==> src/rtl/hazard_scoreboard_if.sv <==
// Hazard-unit signal bundle: per-stage register addresses and hazard inputs,
// plus the stall/flush/forward controls returned to the pipeline.
interface hazard_scoreboard_if #(
    parameter int REG_AW = 5,
    parameter int CNT_W  = 16
);
    logic [REG_AW-1:0] Rs1D, Rs2D, Rs1E, Rs2E, RdE, RdM, RdW;
    logic              RegWriteE, RegWriteM, RegWriteW;
    logic              MemtoRegE;
    logic              MultiD, MultiIssueE, MultiDone;
    logic [REG_AW-1:0] MultiRd;
    logic              PCSrcE;
    logic              MemReadyM;
    logic              StallF, StallD, StallE, StallM;
    logic              FlushD, FlushE, FlushW;
    logic [1:0]        ForwardAE, ForwardBE;
    logic [CNT_W-1:0]  StallCount;

    modport master (
        output Rs1D, Rs2D, Rs1E, Rs2E, RdE, RdM, RdW,
        output RegWriteE, RegWriteM, RegWriteW, MemtoRegE,
        output MultiD, MultiIssueE, MultiDone, MultiRd, PCSrcE, MemReadyM,
        input  StallF, StallD, StallE, StallM, FlushD, FlushE, FlushW,
        input  ForwardAE, ForwardBE, StallCount
    );

    modport slave (
        input  Rs1D, Rs2D, Rs1E, Rs2E, RdE, RdM, RdW,
        input  RegWriteE, RegWriteM, RegWriteW, MemtoRegE,
        input  MultiD, MultiIssueE, MultiDone, MultiRd, PCSrcE, MemReadyM,
        output StallF, StallD, StallE, StallM, FlushD, FlushE, FlushW,
        output ForwardAE, ForwardBE, StallCount
    );
endinterface

==> src/rtl/hazard_scoreboard.sv <==
// Pipeline hazard unit: operand forwarding, load-use bubbles, a multi-cycle
// op scoreboard, branch flushes and memory-wait freezes, with a stall counter.
module hazard_scoreboard #(
    parameter int REG_AW     = 5,
    parameter int LU_BUBBLES = 1,
    parameter int MAX_OUT    = 2,
    parameter int CNT_W      = 16
) (
    input  logic             clk,
    input  logic             rst,
    hazard_scoreboard_if.slave hz
);
    localparam int NREG = 1 << REG_AW;
    localparam int OC_W = $clog2(MAX_OUT + 1);
    localparam logic [OC_W-1:0] OC_MAX  = OC_W'(MAX_OUT);
    localparam logic [1:0]      LU_INIT = (LU_BUBBLES > 1) ? 2'(LU_BUBBLES - 2) : 2'd0;

    typedef enum logic {IDLE, LU_STALL} state_t;

    state_t            state;
    logic [1:0]        lu_cnt;
    logic [NREG-1:0]   pending;
    logic [NREG-1:0]   set_vec, clr_vec;
    logic [OC_W-1:0]   out_cnt;
    logic [CNT_W-1:0]  stall_cnt;
    logic              lu_hit, sb_hit, issue, hz_stall;

    function automatic logic [1:0] fwd_sel(
        input logic [REG_AW-1:0] rs,
        input logic              wm,
        input logic [REG_AW-1:0] rdm,
        input logic              ww,
        input logic [REG_AW-1:0] rdw
    );
        if (wm && rdm != '0 && rdm == rs)
            return 2'b01;
        else if (ww && rdw != '0 && rdw == rs)
            return 2'b10;
        else
            return 2'b00;
    endfunction

    assign lu_hit = hz.MemtoRegE && hz.RegWriteE && hz.RdE != '0 &&
                    (hz.RdE == hz.Rs1D || hz.RdE == hz.Rs2D);
    assign sb_hit = pending[hz.Rs1D] || pending[hz.Rs2D] ||
                    (hz.MultiD && out_cnt == OC_MAX);
    // A memory wait freezes issue, so only completions touch the scoreboard then.
    assign issue    = hz.MemReadyM && hz.MultiIssueE;
    assign hz_stall = (state == LU_STALL) || lu_hit || sb_hit;

    always_comb begin
        hz.ForwardAE = fwd_sel(hz.Rs1E, hz.RegWriteM, hz.RdM, hz.RegWriteW, hz.RdW);
        hz.ForwardBE = fwd_sel(hz.Rs2E, hz.RegWriteM, hz.RdM, hz.RegWriteW, hz.RdW);
        hz.StallF = 1'b0;
        hz.StallD = 1'b0;
        hz.StallE = 1'b0;
        hz.StallM = 1'b0;
        hz.FlushD = 1'b0;
        hz.FlushE = 1'b0;
        hz.FlushW = 1'b0;
        if (!hz.MemReadyM) begin
            hz.StallF = 1'b1;
            hz.StallD = 1'b1;
            hz.StallE = 1'b1;
            hz.StallM = 1'b1;
            hz.FlushW = 1'b1;
        end else if (hz.PCSrcE) begin
            hz.FlushD = 1'b1;
            hz.FlushE = 1'b1;
        end else if (hz_stall) begin
            hz.StallF = 1'b1;
            hz.StallD = 1'b1;
            hz.FlushE = 1'b1;
        end
    end

    always_comb begin
        set_vec = '0;
        clr_vec = '0;
        for (int i = 1; i < NREG; i++) begin
            set_vec[i] = issue && (hz.RdE == REG_AW'(i));
            clr_vec[i] = hz.MultiDone && (hz.MultiRd == REG_AW'(i));
        end
    end

    always_ff @(posedge clk or posedge rst) begin
        if (rst) begin
            state <= IDLE;
            lu_cnt <= 2'd0;
        end else if (!hz.MemReadyM) begin
            state <= state;
        end else if (hz.PCSrcE) begin
            state <= IDLE;
            lu_cnt <= 2'd0;
        end else begin
            case (state)
                IDLE: begin
                    if (lu_hit && LU_BUBBLES > 1) begin
                        state <= LU_STALL;
                        lu_cnt <= LU_INIT;
                    end
                end
                LU_STALL: begin
                    if (lu_cnt == 2'd0)
                        state <= IDLE;
                    else
                        lu_cnt <= lu_cnt - 2'd1;
                end
                default: state <= IDLE;
            endcase
        end
    end

    // Set is applied after clear so a same-cycle reissue of a register wins.
    always_ff @(posedge clk or posedge rst) begin
        if (rst) begin
            pending <= '0;
            out_cnt <= '0;
        end else begin
            pending <= (pending & ~clr_vec) | set_vec;
            if (issue && !hz.MultiDone) begin
                if (out_cnt != OC_MAX)
                    out_cnt <= out_cnt + 1'b1;
            end else if (hz.MultiDone && !issue) begin
                if (out_cnt != '0)
                    out_cnt <= out_cnt - 1'b1;
            end
        end
    end

    always_ff @(posedge clk or posedge rst) begin
        if (rst)
            stall_cnt <= '0;
        else if (hz.StallF && stall_cnt != '1)
            stall_cnt <= stall_cnt + 1'b1;
    end

    assign hz.StallCount = stall_cnt;
endmodule

==> src/flat_wrapper.sv <==
// flat-port wrapper written by rule: the top's interface ports become plain ports
module hazard_scoreboard_flat 
#(
    parameter int REG_AW     = 5,
    parameter int LU_BUBBLES = 1,
    parameter int MAX_OUT    = 2,
    parameter int CNT_W      = 16
)
  (clk, rst, hz_Rs1D, hz_Rs2D, hz_Rs1E, hz_Rs2E, hz_RdE, hz_RdM, hz_RdW, hz_RegWriteE, hz_RegWriteM, hz_RegWriteW, hz_MemtoRegE, hz_MultiD, hz_MultiIssueE, hz_MultiDone, hz_MultiRd, hz_PCSrcE, hz_MemReadyM, hz_StallF, hz_StallD, hz_StallE, hz_StallM, hz_FlushD, hz_FlushE, hz_FlushW, hz_ForwardAE, hz_ForwardBE, hz_StallCount);
  hazard_scoreboard_if #(.REG_AW(REG_AW), .CNT_W(CNT_W)) hz_i ();
  input  logic clk;
  input  logic rst;
  input wire logic [$bits(hz_i.Rs1D)-1:0] hz_Rs1D;
  input wire logic [$bits(hz_i.Rs2D)-1:0] hz_Rs2D;
  input wire logic [$bits(hz_i.Rs1E)-1:0] hz_Rs1E;
  input wire logic [$bits(hz_i.Rs2E)-1:0] hz_Rs2E;
  input wire logic [$bits(hz_i.RdE)-1:0] hz_RdE;
  input wire logic [$bits(hz_i.RdM)-1:0] hz_RdM;
  input wire logic [$bits(hz_i.RdW)-1:0] hz_RdW;
  input wire logic [$bits(hz_i.RegWriteE)-1:0] hz_RegWriteE;
  input wire logic [$bits(hz_i.RegWriteM)-1:0] hz_RegWriteM;
  input wire logic [$bits(hz_i.RegWriteW)-1:0] hz_RegWriteW;
  input wire logic [$bits(hz_i.MemtoRegE)-1:0] hz_MemtoRegE;
  input wire logic [$bits(hz_i.MultiD)-1:0] hz_MultiD;
  input wire logic [$bits(hz_i.MultiIssueE)-1:0] hz_MultiIssueE;
  input wire logic [$bits(hz_i.MultiDone)-1:0] hz_MultiDone;
  input wire logic [$bits(hz_i.MultiRd)-1:0] hz_MultiRd;
  input wire logic [$bits(hz_i.PCSrcE)-1:0] hz_PCSrcE;
  input wire logic [$bits(hz_i.MemReadyM)-1:0] hz_MemReadyM;
  output wire logic [$bits(hz_i.StallF)-1:0] hz_StallF;
  output wire logic [$bits(hz_i.StallD)-1:0] hz_StallD;
  output wire logic [$bits(hz_i.StallE)-1:0] hz_StallE;
  output wire logic [$bits(hz_i.StallM)-1:0] hz_StallM;
  output wire logic [$bits(hz_i.FlushD)-1:0] hz_FlushD;
  output wire logic [$bits(hz_i.FlushE)-1:0] hz_FlushE;
  output wire logic [$bits(hz_i.FlushW)-1:0] hz_FlushW;
  output wire logic [$bits(hz_i.ForwardAE)-1:0] hz_ForwardAE;
  output wire logic [$bits(hz_i.ForwardBE)-1:0] hz_ForwardBE;
  output wire logic [$bits(hz_i.StallCount)-1:0] hz_StallCount;
  assign hz_i.Rs1D = hz_Rs1D;
  assign hz_i.Rs2D = hz_Rs2D;
  assign hz_i.Rs1E = hz_Rs1E;
  assign hz_i.Rs2E = hz_Rs2E;
  assign hz_i.RdE = hz_RdE;
  assign hz_i.RdM = hz_RdM;
  assign hz_i.RdW = hz_RdW;
  assign hz_i.RegWriteE = hz_RegWriteE;
  assign hz_i.RegWriteM = hz_RegWriteM;
  assign hz_i.RegWriteW = hz_RegWriteW;
  assign hz_i.MemtoRegE = hz_MemtoRegE;
  assign hz_i.MultiD = hz_MultiD;
  assign hz_i.MultiIssueE = hz_MultiIssueE;
  assign hz_i.MultiDone = hz_MultiDone;
  assign hz_i.MultiRd = hz_MultiRd;
  assign hz_i.PCSrcE = hz_PCSrcE;
  assign hz_i.MemReadyM = hz_MemReadyM;
  assign hz_StallF = hz_i.StallF;
  assign hz_StallD = hz_i.StallD;
  assign hz_StallE = hz_i.StallE;
  assign hz_StallM = hz_i.StallM;
  assign hz_FlushD = hz_i.FlushD;
  assign hz_FlushE = hz_i.FlushE;
  assign hz_FlushW = hz_i.FlushW;
  assign hz_ForwardAE = hz_i.ForwardAE;
  assign hz_ForwardBE = hz_i.ForwardBE;
  assign hz_StallCount = hz_i.StallCount;
  hazard_scoreboard #(.REG_AW(REG_AW), .LU_BUBBLES(LU_BUBBLES), .MAX_OUT(MAX_OUT), .CNT_W(CNT_W)) u_core (.clk(clk), .rst(rst), .hz(hz_i));
endmodule
==> config.mk <==
export PLATFORM = sky130hd
export DESIGN_NAME = hazard_scoreboard_flat
export DESIGN_NICKNAME = d
export VERILOG_FILES = /design/src/rtl/hazard_scoreboard_if.sv /design/src/rtl/hazard_scoreboard.sv /design/src/flat_wrapper.sv
export SDC_FILE = /design/constraint.sdc
export NUM_CORES = 1
export LEC_CHECK = 0
export CELL_PAD_IN_SITES_DETAIL_PLACEMENT = 0
export CELL_PAD_IN_SITES_GLOBAL_PLACEMENT = 1
export CORE_ASPECT_RATIO = 1.5
export CORE_UTILIZATION = 35
export DETAILED_ROUTE_END_ITERATION = 6
export GPL_TIMING_DRIVEN = 0
export HOLD_SLACK_MARGIN = 0.05
export PLACE_DENSITY = 0.76
export SLEW_MARGIN = 0
export SYNTH_ARGS = -nofsm -noshare
export SYNTH_HDL_FRONTEND = slang
export SYNTH_SLANG_ARGS = --single-unit
==> constraint.sdc <==
create_clock -name clk -period 2.2 [get_ports clk]
set_clock_uncertainty 0.05 [all_clocks]
set_input_delay 0.33 -clock clk [delete_from_list [all_inputs] [get_ports clk]]
set_output_delay 0.33 -clock clk [all_outputs]
set_load 0.01 [all_outputs]
Word level (Yosys, flattened, before mapping)
Index checks and enable logic that the tools add are counted.

word-level totals
  bits in registers = 53
  bits of input ports = 51
  output and inout bits = 27
  word-level logic and storage cells = 206

operators by class
  add/subtract/negate cells = 4
  $lt $le $gt $ge = 2
  eq/ne operators = 73
  multiplexer cells = 26
  bitwise logic cells = 3
  reduce and logical (&&, ||, !) cells = 93

operators with widths
  kind                                                                          number
  5-bit equality test, second input constant                                    32
  5-bit by 4-bit equality test with 1-bit output, second input constant         16
  1-bit logical AND                                                             76
  5-bit by 3-bit equality test with 1-bit output, second input constant         8
  32-bit AND                                                                    1
  32-bit inverter                                                               1
  32-bit OR                                                                     1
  5-bit equality test                                                           6
  2-bit 2-to-1 mux                                                              11
  5-bit by 2-bit equality test with 1-bit output, second input constant         4
  16-bit by 1-bit adder with 16-bit output, second input constant               1
  16-bit inequality test, second input constant                                 1
  5-bit nonzero test                                                            3
  1-bit 2-to-1 mux                                                              13
  5-bit by 6-bit less-than comparator with 1-bit output, second input constant  2
  1-bit binary-select mux with 5-bit select                                     2
  5-bit by 1-bit equality test with 1-bit output, second input constant         2
  2-bit nonzero test                                                            4
  2-bit inequality test, second input constant                                  3
  3-bit AND reduction                                                           2
  1-bit logical OR                                                              5
  2-bit by 1-bit subtractor with 2-bit output, second input constant            2
  2-bit by 1-bit adder with 2-bit output, second input constant                 1
  2-bit equality test, second input constant                                    1
  2 further kinds                                                               3

Longest topological paths before layout
  word-level depth = 9
  depth in mapped cells = 10
  mapped depth without buffers = 8

Least setup slack after synthesis
OpenSTA, ideal clock, no wires.

  path type = input to register
  start = input port hz_Rs1D[0]
  end = register u_core.stall_cnt[1] (netlist: u_core.hz.StallCount[1])
  arrival time = 2.255 ns
  required time = 2.022 ns
  setup slack = -0.232 ns
  stages on the path = 9
  path buffers = 2
  cell sequence = buf_4 -> mux4_2 -> nor2b_1 -> o41ai_1 -> nor4_2 -> and4_1 -> buf_6 -> nor2_1 -> mux2_1

on the way
  cells in the longest elaborated chain, start to end = 9
  elaborated cells on any way between the ends = 13
  classes of those cells = eq/ne (1); mux (5); reduce/logical (7)

RTL lines
  item                                                                              RTL line                                          RTL
  start: declaration                                                                flat_wrapper.sv:13                                input wire logic [$bits(hz_i.Rs1D)-1:0] hz_Rs1D;
  1-bit binary-select mux with 5-bit select or 5-bit equality test (tied branches)  hazard_scoreboard.sv:45, hazard_scoreboard.sv:44
  1-bit 2-to-1 mux (not written as such) or 1-bit logical OR (tied branches)        hazard_scoreboard.sv:45, hazard_scoreboard.sv:44
  1-bit logical OR or 1-bit logical AND (tied branches)                             hazard_scoreboard.sv:45, hazard_scoreboard.sv:43
  1-bit logical OR, on equally long branches                                        hazard_scoreboard.sv:45, hazard_scoreboard.sv:49
  1-bit logical OR (*)                                                              hazard_scoreboard.sv:49                           assign hz_stall = (state == LU_STALL) || lu_hit || sb_hit;
  1-bit 2-to-1 mux (*)                                                              hazard_scoreboard.sv:70                           end else if (hz_stall) begin
  1-bit 2-to-1 mux (*)                                                              hazard_scoreboard.sv:67                           end else if (hz.PCSrcE) begin
  1-bit 2-to-1 mux (*)                                                              hazard_scoreboard.sv:61                           if (!hz.MemReadyM) begin
  1-bit logical AND (*)                                                             hazard_scoreboard.sv:134                          else if (hz.StallF && stall_cnt != '1)
  end signal: assignment                                                            hazard_scoreboard.sv:135                          stall_cnt <= stall_cnt + 1'b1;
  end: declaration                                                                  hazard_scoreboard.sv:25                           logic [CNT_W-1:0] stall_cnt;

Every way passes the cells marked *; elsewhere a longest branch is shown, timed or not. The select of a mux whose other input is x is not followed.
A chain may end at the register's enable or synchronous reset.

Worst setup path in the final report
  start = register u_core.pending[30]
  end = output port hz_StallF

on the way
  cells in the longest elaborated chain, start to end = 8
  elaborated cells on any way between the ends = 10
  classes of those cells = mux (7); reduce/logical (3)

RTL lines
  item                                       RTL line                  RTL
  start: declaration                         hazard_scoreboard.sv:22   logic [NREG-1:0] pending;
  start signal: assignment                   hazard_scoreboard.sv:120  pending <= (pending & ~clr_vec) | set_vec;
  1-bit binary-select mux with 5-bit select  hazard_scoreboard.sv:45   assign sb_hit = pending[hz.Rs1D] || pending[hz.Rs2D] ||
  1-bit 2-to-1 mux (not written as such)     hazard_scoreboard.sv:45
  1-bit logical OR (*) (2 in a row)          hazard_scoreboard.sv:45
  1-bit logical OR (*)                       hazard_scoreboard.sv:49
  1-bit 2-to-1 mux (*)                       hazard_scoreboard.sv:70
  1-bit 2-to-1 mux (*)                       hazard_scoreboard.sv:67
  1-bit 2-to-1 mux (*)                       hazard_scoreboard.sv:61
  end: declaration                           flat_wrapper.sv:30        output wire logic [$bits(hz_i.StallF)-1:0] hz_StallF;

Marked as above.

==> results <==
- The proportion of register bits with asynchronous set or reset after synthesis is 100%.
- The final reports fail on setup timing.
- The floorplan step set the die width to 82.5 um.
- The estimated wirelength of the detail-placed design is 7100 um.
- The die covers 10100 um2.
- The detailed router finished its first iteration with 222 violations.
- The first global-routing pass estimated 14700 um of wire.
- The number of cells in the design after placement is 527.
- The post-synthesis register bit count is 52.
- After synthesis, the cell types taking the most area are sky130_fd_sc_hd__dfrtp_1 38%, sky130_fd_sc_hd__o21ai_0 9.8%, sky130_fd_sc_hd__mux4_2 9.3%.
- In this run, synthesis inferred 0 flip-flops with an integrated enable.
- Setup repair after global routing could not meet its margin everywhere.
- Summed over all cells, the static leakage comes to 1.89 nW.
- Leaving out fill and tap cells, the most frequent cells in the layout are 65 x sky130_fd_sc_hd__o21ai_0, 52 x sky130_fd_sc_hd__dfrtp_1, 42 x sky130_fd_sc_hd__clkdlybuf4s50_1.
- The detailed-routing wirelength on met1 is 3800 um.
- Of the post-synthesis cell area, the dominant cell type holds 38.2%.
- For this design the ratio of total power to cell area is 686 nW/um2.
- The total negative slack is -6.66 ns.
- Global routing finished with a remaining overflow of 0.
- The count of final max-slew check failures is 0.
- Clock tree synthesis inserted a total of 5 buffers.
- Setup violations remaining at the end of the flow were counted as 19.
- The post-route minimum period is 2.73 ns.
- The arrival time of the worst setup path is 2.35 ns.
- In the detailed route, the total length drawn on met2 is 4960 um.
- Routed signal wires occupy layers up through met4.
- The insertion delay of the later-clocked pin in the worst-skew pair is 0.29 ns.
- The cell at the root of the clock tree is sky130_fd_sc_hd__clkbuf_16.
- The effective utilization at floorplan is 36.4%.
- The remaining antenna violation count is 0.
- TritonCTS built the clock tree.
- The number of placement rows is 43.
- The initial antenna violation count came to 0.
- The kind of capture point of the worst setup path is an output port.
- The hold violation count in the final report was 0.
- The maximum achievable frequency is 366 MHz.
- The highest fanout seen on the critical path is 3.
- The number of H-tree branching levels is 2.
- Before antenna repair, the detailed router went through 4 iterations.
- The normalized max-slew margin is 62.5%.
- For the pin with the worst max-slew slack, the measured transition is 0.561 ns.
- From bottom edge to top edge, the die measures 123 um.
- The total wire length is 9590 um.
- The final layout net count is 480.
- The floorplan step defined a core boundary enclosing 9360 um2.
- Routability-driven placement finished with a final weighted congestion of 0.817.
- In this run the cell area measured after placement is 4290 um2.
- The pin count of the biggest net entering global routing is 43.
- In the detailed route, the total length drawn on met3 is 620 um.
- In the final routed layout, each cell accounts on average for 17.8 um.
- The remaining routing DRC violations is 0.
- In the final layout, the share of cells above drive strength 1 is 19.4%.
- The leading cell type in the layout, fill and taps excluded is sky130_fd_sc_hd__o21ai_0.
- The setup slack of the worst register-to-register path is -0.37 ns.
- The launching point of the worst reg2reg path is u_core.pending[30].
- Of all cell types, the one taking the most synthesized area is sky130_fd_sc_hd__dfrtp_1.
- In this run, post-CTS hold repair placed 0 buffers.
- The class of the tightest hold or removal check is in2async.
- STA classifies the critical path startpoint as a register.
- The cell count after synthesis came out at 346.
- The kind of critical path is reg2out.
- Global routing consumed, over all layers together, 19.8% of the routing resources.
- The maximum count of clock buffers along a single path is 2.
- The synthesized netlist contains 48 unique library cells.
- The count of buffers added on input and output ports is 68.
- The most used flip-flop cell after synthesis is sky130_fd_sc_hd__dfrtp_1.
- Across the run, the number of max-cap violations was 0.
- The cell area that synthesis handed to floorplanning was 3400 um2.
- The clock sink total is 52.
- The worst register-to-register path ends at u_core.hz.StallCount[4].
- The area overhead of the layout relative to synthesis is 35.8%.
- The number of cells in the finished layout apart from fillers is 540.
- The tightest hold path in the finished design has a slack of 0.237 ns.
- Dividing the detail-routed via count by the number of cells gives 5.70.
- After routing the design area is 4620 um2.
- The average cell area after synthesis is 9.84 um2.
- The warning count from the yosys run is 0.
- The data required time at the worst endpoint is 1.82 ns.
- The post-route clock period utilization is 124%.
- The sequential area share after synthesis is 38.2%.
- The flow ran to the end, but the final reports show violations.
- 0 antenna diodes ended up in the layout.
- The routed layout has 3077 vias.
- IR analysis of the VDD net gives a maximum drop of 0.000343 V.
- Clock-pin slew was measured on the worst setup and hold paths at 0.06 ns.
- The worst reg-to-reg path cell count is 9.
- The via count of the first global-routing pass was 2928.
- The post-synthesis net count is 399.
- The final core utilization is 49.4%.
- Pin placement for this block handled 78 I/O pins.
- Once routing completed, OpenROAD measured the worst setup slack at -0.529 ns.
==> where the power goes <==
group / switching [W] / internal, W / leakage (nW)
clock network: 0.000332 / 0.000454 / 0.0712
logic: 0.000496 / 0.000560 / 1.14
registers: 0.000188 / 0.00114 / 0.681
==> metal layers <==
metal	vias up	track usage, %
met2	111	33.6
met5	-	0
li1	1425	-
met4	0	8.73
met3	11	2.68
met1	1530	24.5
==> registers in the layout, indices dropped and copies added (netlist names) <==
signal,cells
u_core.state,1
u_core.out_cnt,2
u_core.lu_cnt,2
u_core.pending,31
u_core.hz.StallCount,16
==> metrics by stage <==
| step | total power [W] | setup WS (ns) |
|---|---|---|
| global placement | 0.00229 | -1.25 |
| global route | 0.00335 | -0.621 |
| CTS | 0.00314 | -0.624 |
| detailed placement | 0.00232 | -1.22 |
| floorplan | 0.00189 | -0.0899 |
| finish | 0.00317 | -0.529 |
==> cells in the mapped netlist (all sizes together), types with 7 or more instances <==
cell type	n
nand3	20
nor2	15
dfrtp	52
buf	11
nor4	8
inv	9
mux4	14
nor2b	8
nand2	24
mux2i	7
xor2	28
o21ai	68
xnor2	16
nor3	8
==> cell type report <==
class                   count  area (um2)
fillers                   891        4740
multi-input cells         268        2140
plain buffers              15         133
well taps                 112         140
flip-flops and latches     52        1300
inverters                   9        33.8
repair buffers             76         729
clock buffers               8         146
==> repair_timing <==
| action | in CTS | in global routing |
|---|---|---|
| setup buffers | 5 | 1 |
| pin swaps | 9 | 15 |
| cloned | 0 | 1 |
| setup endpoints to repair | 26 | 26 |
| resized for setup | 57 | 33 |
==> how the worst max path moves through the flow <==
stage | end | startpoint | cells past startpoint
final | hz_StallF | u_core.pending[30] | 8
after global routing | hz_StallF | u_core.pending[30] | 8
after CTS | hz_StallF | u_core.pending[30] | 8
after detailed placement | hz_StallF | hz_RdE[1] | 9
after global placement | hz_StallF | hz_RdE[0] | 9
after floorplan | u_core.hz.StallCount[1] | hz_Rs1D[0] | 9
==> critical path, cell delays in order (launching register included) <==
cell and delay [ns]:
sky130_fd_sc_hd__dfrtp_1 0.40, sky130_fd_sc_hd__mux4_2 0.48, sky130_fd_sc_hd__o211ai_1 0.29, sky130_fd_sc_hd__o32ai_4 0.14, sky130_fd_sc_hd__nor4_4 0.23, sky130_fd_sc_hd__a31o_2 0.24
sky130_fd_sc_hd__nand2_2 0.06, sky130_fd_sc_hd__buf_6 0.11, sky130_fd_sc_hd__buf_6 0.11
==> kinds of logic after synthesis <==
logic type | synth area share, %
AND/OR/NAND/NOR | 19.6
flip-flops | 38.2
adder cells (fa/ha/maj) | 0.735
AO/OA/AOI/OAI | 13.7
multiplexers | 12.3
XOR/XNOR | 11.3
buffers and inverters | 4.12
No activity file was read; power rests on OpenSTA's default activity.
